`src/rtl/flit_link_tx.sv`:
```
// ---------------------------------------------------------------------------
// flit_link_tx
// Transmit end of a router link. Pulls flits from a first-word-fall-through
// upstream FIFO and forwards them on a registered link to the downstream
// router. Credit-based flow control keeps the downstream input FIFO from
// overflowing. Wormhole framing lets a new packet start only while tx_en is
// high, and a packet that has started always runs to its tail.
//
// Parameters:
//   DEPTH_BITS  log2 of the downstream FIFO depth (credits reset to 2**DEPTH_BITS)
//   DATA_WIDTH  flit width; the type field is bits [DATA_WIDTH-1:DATA_WIDTH-2]
//
// Ports:
//   clk         rising-edge clock
//   reset       asynchronous active-low reset
//   fifo_empty  upstream FIFO empty
//   fifo_dout   upstream FIFO head flit (valid while fifo_empty=0)
//   fifo_pop    pop the upstream FIFO (combinational, equals send)
//   tx_en       permit starting new packets
//   link_valid  registered flit-valid toward downstream
//   link_data   registered flit toward downstream (holds when idle)
//   credit_in   one credit returned by downstream
//   credits     current credit count
//   in_packet   high while a packet is in progress (state ACTIVE)
//   flit_count  (FLIT_LINK_TX_STATS_EN only) number of flits sent, wraps
//   pkt_count   (FLIT_LINK_TX_STATS_EN only) number of packet tails sent, wraps
//   credit_err  sticky credit overflow flag
//
// Optional feature macro: FLIT_LINK_TX_STATS_EN adds the flit_count and
// pkt_count statistics outputs. Without it those ports and their logic are
// absent and the rest of the behaviour is unchanged.
// ---------------------------------------------------------------------------
module flit_link_tx #(
   parameter int DEPTH_BITS = 3,
   parameter int DATA_WIDTH = 32
) (
   input  logic                  clk,
   input  logic                  reset,
   input  logic                  fifo_empty,
   input  logic [DATA_WIDTH-1:0] fifo_dout,
   output logic                  fifo_pop,
   input  logic                  tx_en,
   output logic                  link_valid,
   output logic [DATA_WIDTH-1:0] link_data,
   input  logic                  credit_in,
   output logic [DEPTH_BITS:0]   credits,
   output logic                  in_packet,
`ifdef FLIT_LINK_TX_STATS_EN
   output logic [31:0]           flit_count,
   output logic [31:0]           pkt_count,
`endif
   output logic                  credit_err
);

   localparam logic [DEPTH_BITS:0] CREDIT_MAX = {1'b1, {DEPTH_BITS{1'b0}}};

   localparam logic [1:0] TYPE_BODY      = 2'b00;
   localparam logic [1:0] TYPE_HEAD      = 2'b01;
   localparam logic [1:0] TYPE_TAIL      = 2'b10;
   localparam logic [1:0] TYPE_HEAD_TAIL = 2'b11;

   typedef enum logic {
      IDLE   = 1'b0,
      ACTIVE = 1'b1
   } state_t;

   state_t                state_q, state_d;
   logic [DEPTH_BITS:0]   credits_q, credits_d;
   logic                  credit_err_q, credit_err_d;
   logic                  link_valid_q, link_valid_d;
   logic [DATA_WIDTH-1:0] link_data_q, link_data_d;
   logic                  send;
   logic [1:0]            flit_type;

   assign flit_type = fifo_dout[DATA_WIDTH-1:DATA_WIDTH-2];

   // A flit leaves only with a credit in hand, and only if it either belongs
   // to the packet already in flight or tx_en allows a new packet to begin.
   // Gating with reset keeps fifo_pop low for the whole reset assertion.
   always_comb begin
      send = reset && !fifo_empty && (credits_q != '0) &&
             ((state_q == ACTIVE) || tx_en);
   end

   assign fifo_pop = send;

   // Credit bookkeeping: a send consumes one, a returned credit adds one.
   // A return with no send while already full would exceed the downstream
   // FIFO depth, so the count saturates and the sticky error flag is raised.
   always_comb begin
      credits_d    = credits_q;
      credit_err_d = credit_err_q;
      case ({send, credit_in})
         2'b10: credits_d = credits_q - 1'b1;
         2'b01: begin
            if (credits_q == CREDIT_MAX) begin
               credit_err_d = 1'b1;
            end else begin
               credits_d = credits_q + 1'b1;
            end
         end
         default: credits_d = credits_q;
      endcase
   end

   // Packet framing. The state only moves on a send; stray BODY/TAIL flits
   // seen while IDLE are forwarded untouched and leave the state IDLE, and a
   // HEAD seen mid-packet is simply treated as the start of a new packet.
   always_comb begin
      state_d = state_q;
      if (send) begin
         case (state_q)
            IDLE: begin
               if (flit_type == TYPE_HEAD) begin
                  state_d = ACTIVE;
               end else begin
                  state_d = IDLE;
               end
            end
            ACTIVE: begin
               if ((flit_type == TYPE_TAIL) || (flit_type == TYPE_HEAD_TAIL)) begin
                  state_d = IDLE;
               end else begin
                  state_d = ACTIVE;
               end
            end
            default: state_d = IDLE;
         endcase
      end
   end

   // Link output register: one cycle of latency from pop to link, and the
   // data bus keeps the last flit sent when nothing new goes out.
   always_comb begin
      link_valid_d = send;
      link_data_d  = link_data_q;
      if (send) begin
         link_data_d = fifo_dout;
      end
   end

   always_ff @(posedge clk or negedge reset) begin
      if (!reset) begin
         state_q      <= IDLE;
         credits_q    <= CREDIT_MAX;
         credit_err_q <= 1'b0;
         link_valid_q <= 1'b0;
         link_data_q  <= '0;
      end else begin
         state_q      <= state_d;
         credits_q    <= credits_d;
         credit_err_q <= credit_err_d;
         link_valid_q <= link_valid_d;
         link_data_q  <= link_data_d;
      end
   end

   assign link_valid = link_valid_q;
   assign link_data  = link_data_q;
   assign credits    = credits_q;
   assign credit_err = credit_err_q;
   assign in_packet  = (state_q == ACTIVE);

`ifdef FLIT_LINK_TX_STATS_EN
   logic [31:0] flit_count_q, flit_count_d;
   logic [31:0] pkt_count_q, pkt_count_d;

   // Statistics: every send is a flit; a packet is counted when its last
   // flit (TAIL or HEAD_TAIL) goes out. Both wrap naturally at 2**32.
   always_comb begin
      flit_count_d = flit_count_q;
      pkt_count_d  = pkt_count_q;
      if (send) begin
         flit_count_d = flit_count_q + 32'd1;
         if ((flit_type == TYPE_TAIL) || (flit_type == TYPE_HEAD_TAIL)) begin
            pkt_count_d = pkt_count_q + 32'd1;
         end
      end
   end

   always_ff @(posedge clk or negedge reset) begin
      if (!reset) begin
         flit_count_q <= '0;
         pkt_count_q  <= '0;
      end else begin
         flit_count_q <= flit_count_d;
         pkt_count_q  <= pkt_count_d;
      end
   end

   assign flit_count = flit_count_q;
   assign pkt_count  = pkt_count_q;
`endif

endmodule

```
`config.mk`:
```
export PLATFORM = sky130hd
export DESIGN_NAME = flit_link_tx
export DESIGN_NICKNAME = d
export VERILOG_FILES = /design/src/rtl/flit_link_tx.sv
export SDC_FILE = /design/constraint.sdc
export NUM_CORES = 1
export LEC_CHECK = 0
export BUFFER_PORTS_ARGS = -buffer_cell sky130_fd_sc_hd__buf_2
export CAP_MARGIN = 20
export CORE_UTILIZATION = 50
export CTS_CLUSTER_DIAMETER = 50
export DETAILED_ROUTE_END_ITERATION = 8
export MAX_ROUTING_LAYER = met4
export PLACE_DENSITY = 0.84
export SYNTH_ARGS = -nofsm -noshare
export SYNTH_HDL_FRONTEND = slang
export SYNTH_SLANG_ARGS = --single-unit
```
`constraint.sdc`:
```
create_clock -name clk -period 4.7 [get_ports clk]
set_input_delay 0.235 -clock clk [delete_from_list [all_inputs] [get_ports clk]]
set_output_delay 0.235 -clock clk [all_outputs]
set_load 0.03 [all_outputs]
```
# After elaboration in Yosys (flattened, before gate mapping)
# Index checks and enable logic that the tools add are counted.
[word_totals]
out_inout_bits = 40
inputBits = 37
word_cells = 30
regBits = 39
[classes]
reduce_logical = 10
n_mux = 5
addsub = 2
bitwise = 1
n_eq_ne = 7
[op_table]
columns = ["operator", "n"]
rows = [
  ["$pmux W4 S2", 1],
  ["$eq A2 B2 Y1 const B", 3],
  ["$add A4 B1 Y4 const B", 1],
  ["$eq A2 B1 Y1 const B", 2],
  ["$eq A4 B4 Y1 const B", 1],
  ["$mux W4", 1],
  ["$reduce_and A2 Y1", 2],
  ["$reduce_bool A4 Y1", 1],
  ["$sub A4 B1 Y4 const B", 1],
  ["$logic_and A1 B1 Y1", 3],
  ["$logic_or A1 B1 Y1", 2],
  ["$mux W1", 2],
  ["$ne A2 B2 Y1 const B", 1],
  ["$pmux W1 S2", 1],
  ["$reduce_bool A2 Y1", 1],
  ["$logic_not A1 Y1", 1],
  ["$not A1 Y1", 1],
]

# Logic depth before layout (Yosys ltp)
[logic_depth]
ltp_word = 7
mapped_depth = 9
ltp_nobuf = 8

# Least setup slack after synthesis
# No wires, ideal clock.
[synth_timing]
path_kind = "flip-flop to flip-flop"
from = "register state_q (netlist: in_packet)"
to = "register credits_q[3] (netlist: credits[3])"
required_ns = 4.597
setup_ns = 0.103
path_stages_with_launch = 10
synth_period_minus_slack_ns = 2.407
setup_slack_ns = 2.293
arrival_ns = 2.304
path_buffers = 1
cell_sequence = "dfrtp_1 > or2_2 > clkbuf_1 > nand2_1 > o21ai_0 > ha_1 > a21oi_1 > nand2_1 > o311ai_0 > o221ai_1"
[synth_via]
elab_chain_len = 5
elab_cells_between_ends = 8
classes_between = "eq/ne (3); mux (1); reduce/logical (4)"
[synth_lines]
columns = ["item", "line", "rtl"]
rows = [
  ["from (decl)", "67", "state_t state_q, state_d;"],
  ["from (signal assigned)", "150", "state_q <= state_d;"],
  ["$logic_or A1 B1 Y1 *", "82", "((state_q == ACTIVE) || tx_en);"],
  ["$logic_and A1 B1 Y1 *", "81", "send = reset && !fifo_empty && (credits_q != '0) &&"],
  ["$eq A2 B1 Y1 / $eq A2 B2 Y1 (equally long branches)", "93", "case ({send, credit_in})"],
  ["$ne A2 B2 Y1 (no line) / $reduce_bool A2 Y1 (equally long branches)", "-", ""],
  ["$reduce_and A2 Y1 (no line)", "-", ""],
  ["to (signal assigned)", "151", "credits_q <= credits_d;"],
  ["to (decl)", "68", "logic [DEPTH_BITS:0] credits_q, credits_d;"],
]
# Mark *: on every way between the ends. The rest lies on a longest branch, timed or not.
# A chain may end at the register's enable or synchronous reset.

# Worst setup path after layout
[layout_timing]
from = "input port reset"
to = "register credits_q[3] (netlist: credits[3])"
[layout_via]
elab_chain_len = 6
elab_cells_between_ends = 9
classes_between = "eq/ne (3); mux (1); reduce/logical (5)"
[layout_lines]
columns = ["item", "line", "rtl"]
rows = [
  ["from (decl)", "38", "input logic reset,"],
  ["$logic_and A1 B1 Y1 * (3 in a row)", "81", ""],
  ["$eq A2 B1 Y1 / $eq A2 B2 Y1 (equally long branches)", "93", ""],
  ["$ne A2 B2 Y1 (no line) / $reduce_bool A2 Y1 (equally long branches)", "-", ""],
  ["$reduce_and A2 Y1 (no line)", "-", ""],
]
# Marks and branches as above.

==> impl_results.md <==
* Global-route usage over all layers at 0.2329
* Worst R2R End: credits[3]
* Post-synth ARST share at 1.000
* Area added between synthesis and finish at 28.62%
* Sort of element at the start of the critical path: primary input
* Setup repair after global routing missed its margin: no
* Effective utilization at floorplan at 0.5476
* Main combinational cell family by area after synthesis: multiplexers
* Post-Route Skew at ~10 ps
* Max-slew headroom at 0.6814
* Count of warnings emitted by yosys at 0
* Cell Rows at 20
* Number of hold violations in the final report at 0
* Setup TNS at 0 ps
* Mux share of post-synthesis cell area at 0.2087
* Netlist area before placement at between 1500 and 2000 sq um
* Routed via count at 1316
* Number of distinct library cells after synthesis at 33
* Number of levels the H-tree was split into at 2
* Max_cap viols at 0
* Fillcell total at 272
* Clock slew at reported path FFs at 130 ps
* Path category of the worst min-delay check: in -> reg
* Post-synthesis register bit count at 39
* Net count reported at finish at 247
* Placer congestion estimate at ~0.85
* Cell at the root of the clock tree: sky130_fd_sc_hd__clkbuf_4
* Worst setup path startpoint: reset
* Tightest Pin Transition at 477.8 ps
* Number of global-route vias before repair at 1297
* Worst r2r src: credits[2]
* Post-DRT Antenna Nets at 0
* Num Clock Sinks at 39
* Die Footprint at 3692 sq um
* Worst VDD drop at 0.0004298 V
* Largest stage delay on the critical path at about 520 ps
* Cts bufs inserted at 5
* Shortest clock period the worst path allows after layout at 3119 ps
* Outcome: finished, final reports clean
* Total power at around 1600 uW
* First-pass iteration count of the detailed router at 4
* Sequential cell area at 977.2 sq um
* Setup CP Type: in -> reg
* DRT Wirelength at 3607 um
* Static leakage power at 0.001040 uW
* Total power per unit cell area at 736.5 nW/um^2
* R2R Setup Slk at 2240 ps
* Most used flip-flop cell after synthesis: sky130_fd_sc_hd__dfrtp_1
* Die Y at between 60 and 70 um
* Post-Synthesis Mean Instance Area at 13.60 sq um
* Layout cells sized above 1 at 0.5913
* Synthesized-area fraction occupied by ao, oa, aoi and oai cells at 0.07826
* EDFF count, synth at 0
* Antenna violations before repair at 0
* Ratio of final minimum period to clock period at 0.6636
* Req. time, crit path at ~5000 ps
* Fraction of the mapped netlist area in simple logic gates at 0.08696
* Core region area at 3153 sq um
* Multi-input gate area in the final layout at 708.2 sq um
* Detailed-route vias per instance at 5.222
* Number of setup buffers added after CTS at 0
* Deepest clock path buffer count at 2
* Setup crit end kind: register
* Most common cell type on the critical path: sky130_fd_sc_hd__nand2_1
* Largest net degree at the start of global routing at 42
* Post-Synth Adder-Cell Area at 0.02609
* Maximum clock rate at between 300 and 400 MHz
* DP HPWL at 2678 um
* Sequential element share of the synthesized area at 0.5659
* Clock tree from TritonCTS: built
* Setup violation total in the final timing report at 0
* Wire length per cell after detailed routing at 14.31 um
* DRT iter0 DRCs at 47
* Cell with the biggest individual delay on the critical path: sky130_fd_sc_hd__dlygate4sd3_1
* Clock insertion delay at the later pin of the skew report at ~340 ps
* CP arrival at 3380 ps
* Worst Reg-to-Reg Cells at 7
* Final max-slew violation count at 0
* Number of nets produced by synthesis at 167
* Critical-path maximum fanout at between 40 and 50
* Number of standard cells after synthesis at approximately 130
* First-pass GRT wire length at 5913 um
* Synthesized-area fraction occupied by xor and xnor cells at 0.01014
* Die width at between 60 and 70 um
* Remaining Overflow, GRT at 0
* Number of antenna diodes at 0
* CP cell instances: dlygate4sd3_1 -> buf_2 -> buf_4 -> nor2b_1 -> nand2_1 -> o21ai_0 -> ha_1 -> a21oi_1 -> nand2_1 -> o311ai_0 -> o221ai_1
* DRC violations left at 0
* Number of buffer cells added on primary ports at 76
* I/O pin total at 77
* Capture point of the critical path: credits[3]
cells in the final DEF, fill, tap and decap left out, types with 2 or more instances in the layout:
master and count:
sky130_fd_sc_hd__buf_2 76, sky130_fd_sc_hd__dfrtp_1 38, sky130_fd_sc_hd__mux2_2 32, sky130_fd_sc_hd__a21oi_1 8, sky130_fd_sc_hd__nand2_1 6, sky130_fd_sc_hd__clkbuf_4 5
sky130_fd_sc_hd__nand3_1 4, sky130_fd_sc_hd__o21ai_0 3, sky130_fd_sc_hd__nor2_1 2, sky130_fd_sc_hd__xnor2_1 2, sky130_fd_sc_hd__inv_1 2, sky130_fd_sc_hd__o221ai_1 2
sky130_fd_sc_hd__ha_1 2, sky130_fd_sc_hd__buf_4 2
critical path: cells and delay by family:
| kind | cells | cell delay, ps |
|---|---|---|
| compound gates | 4 | 1090 |
| fa+ha+maj | 1 | 350 |
| buf+inv | 3 | 1030 |
| simple gates | 3 | 670 |
where the power goes:
part	total [uW]	leakage, uW	internal (uW)	switching, uW
clock	186	0.0000345	73.7	113
combinational	836	0.000550	302	534
sequential	613	0.000456	493	121
final cells by class:
| class | count | area share |
|---|---|---|
| Multi-Input combinational cell | 80 | 0.3189 |
| Inverter | 2 | 0.003380 |
| Sequential cell | 39 | 0.4400 |
| Timing Repair Buffer | 79 | 0.1825 |
| Clock buffer | 6 | 0.02310 |
| Tap cell | 44 | 0.02479 |
| Clock inverter | 2 | 0.007324 |
through the flow:
step             util  instance area, sq um  instances  hold slack (ps)  worst slack [ps]
3_3_place_gp   0.6798                  2143        243            304.2              1842
4_1_cts        0.7044                  2221        252            69.45              1574
2_1_floorplan       -                  1727        127           -60.59              2293
5_1_grt        0.7044                  2221        252            63.70              1272
6_report       0.7044                  2221        252            70.60              1581
3_5_place_dp   0.6798                  2143        243            313.8              1731
worst min path at each step:
stage | start | endpoint | slack, ps | depth (start not counted)
floorplan | reset | credit_err | -60 | 0
global placement | reset | link_data[14] | 300 | 2
detailed placement | reset | link_data[18] | 310 | 2
CTS | fifo_dout[31] | in_packet | 70 | 2
global route | fifo_dout[31] | in_packet | 60 | 2
finish | fifo_dout[31] | in_packet | 70 | 2
synth_stat cells (3+ instances only):
cell                       count  area, sq um
sky130_fd_sc_hd__a21oi_1       8        40.04
sky130_fd_sc_hd__buf_4         3        22.52
sky130_fd_sc_hd__clkbuf_1      3        11.26
sky130_fd_sc_hd__dfrtp_1      38        950.9
sky130_fd_sc_hd__mux2_2       32        360.4
sky130_fd_sc_hd__nand2_1       6        22.52
sky130_fd_sc_hd__nand3_1       4        20.02
sky130_fd_sc_hd__o21ai_0       3        15.01
cells by family after synthesis:
family / count (synthesis)
AND/OR/NAND/NOR: 23
multiplexers: 32
XOR/XNOR: 2
buffers and inverters: 8
AO/OA/AOI/OAI: 20
flip-flops: 39
adder cells (fa/ha/maj): 3
repair_timing:
action	CTS	global route
hold buffers	1	0
setup endpoints to repair	0	0
endpoints found under the hold margin	38	0
resized for setup	0	0
registers in the layout, indices dropped and copies added, names as in the netlist:
register	count
credits	4
link_data	32
link_valid	1
credit_err	1
in_packet	1
layer usage:
metal  global-route usage  up-vias  part of all wire
met5                    -        -                 0
met4              0.07468        0            0.0086
met3              0.08102        4             0.055
met2               0.3611       51              0.51
met1               0.2871      638              0.42
li1                     -      623                 -
Power figures use the tool's default switching activity.
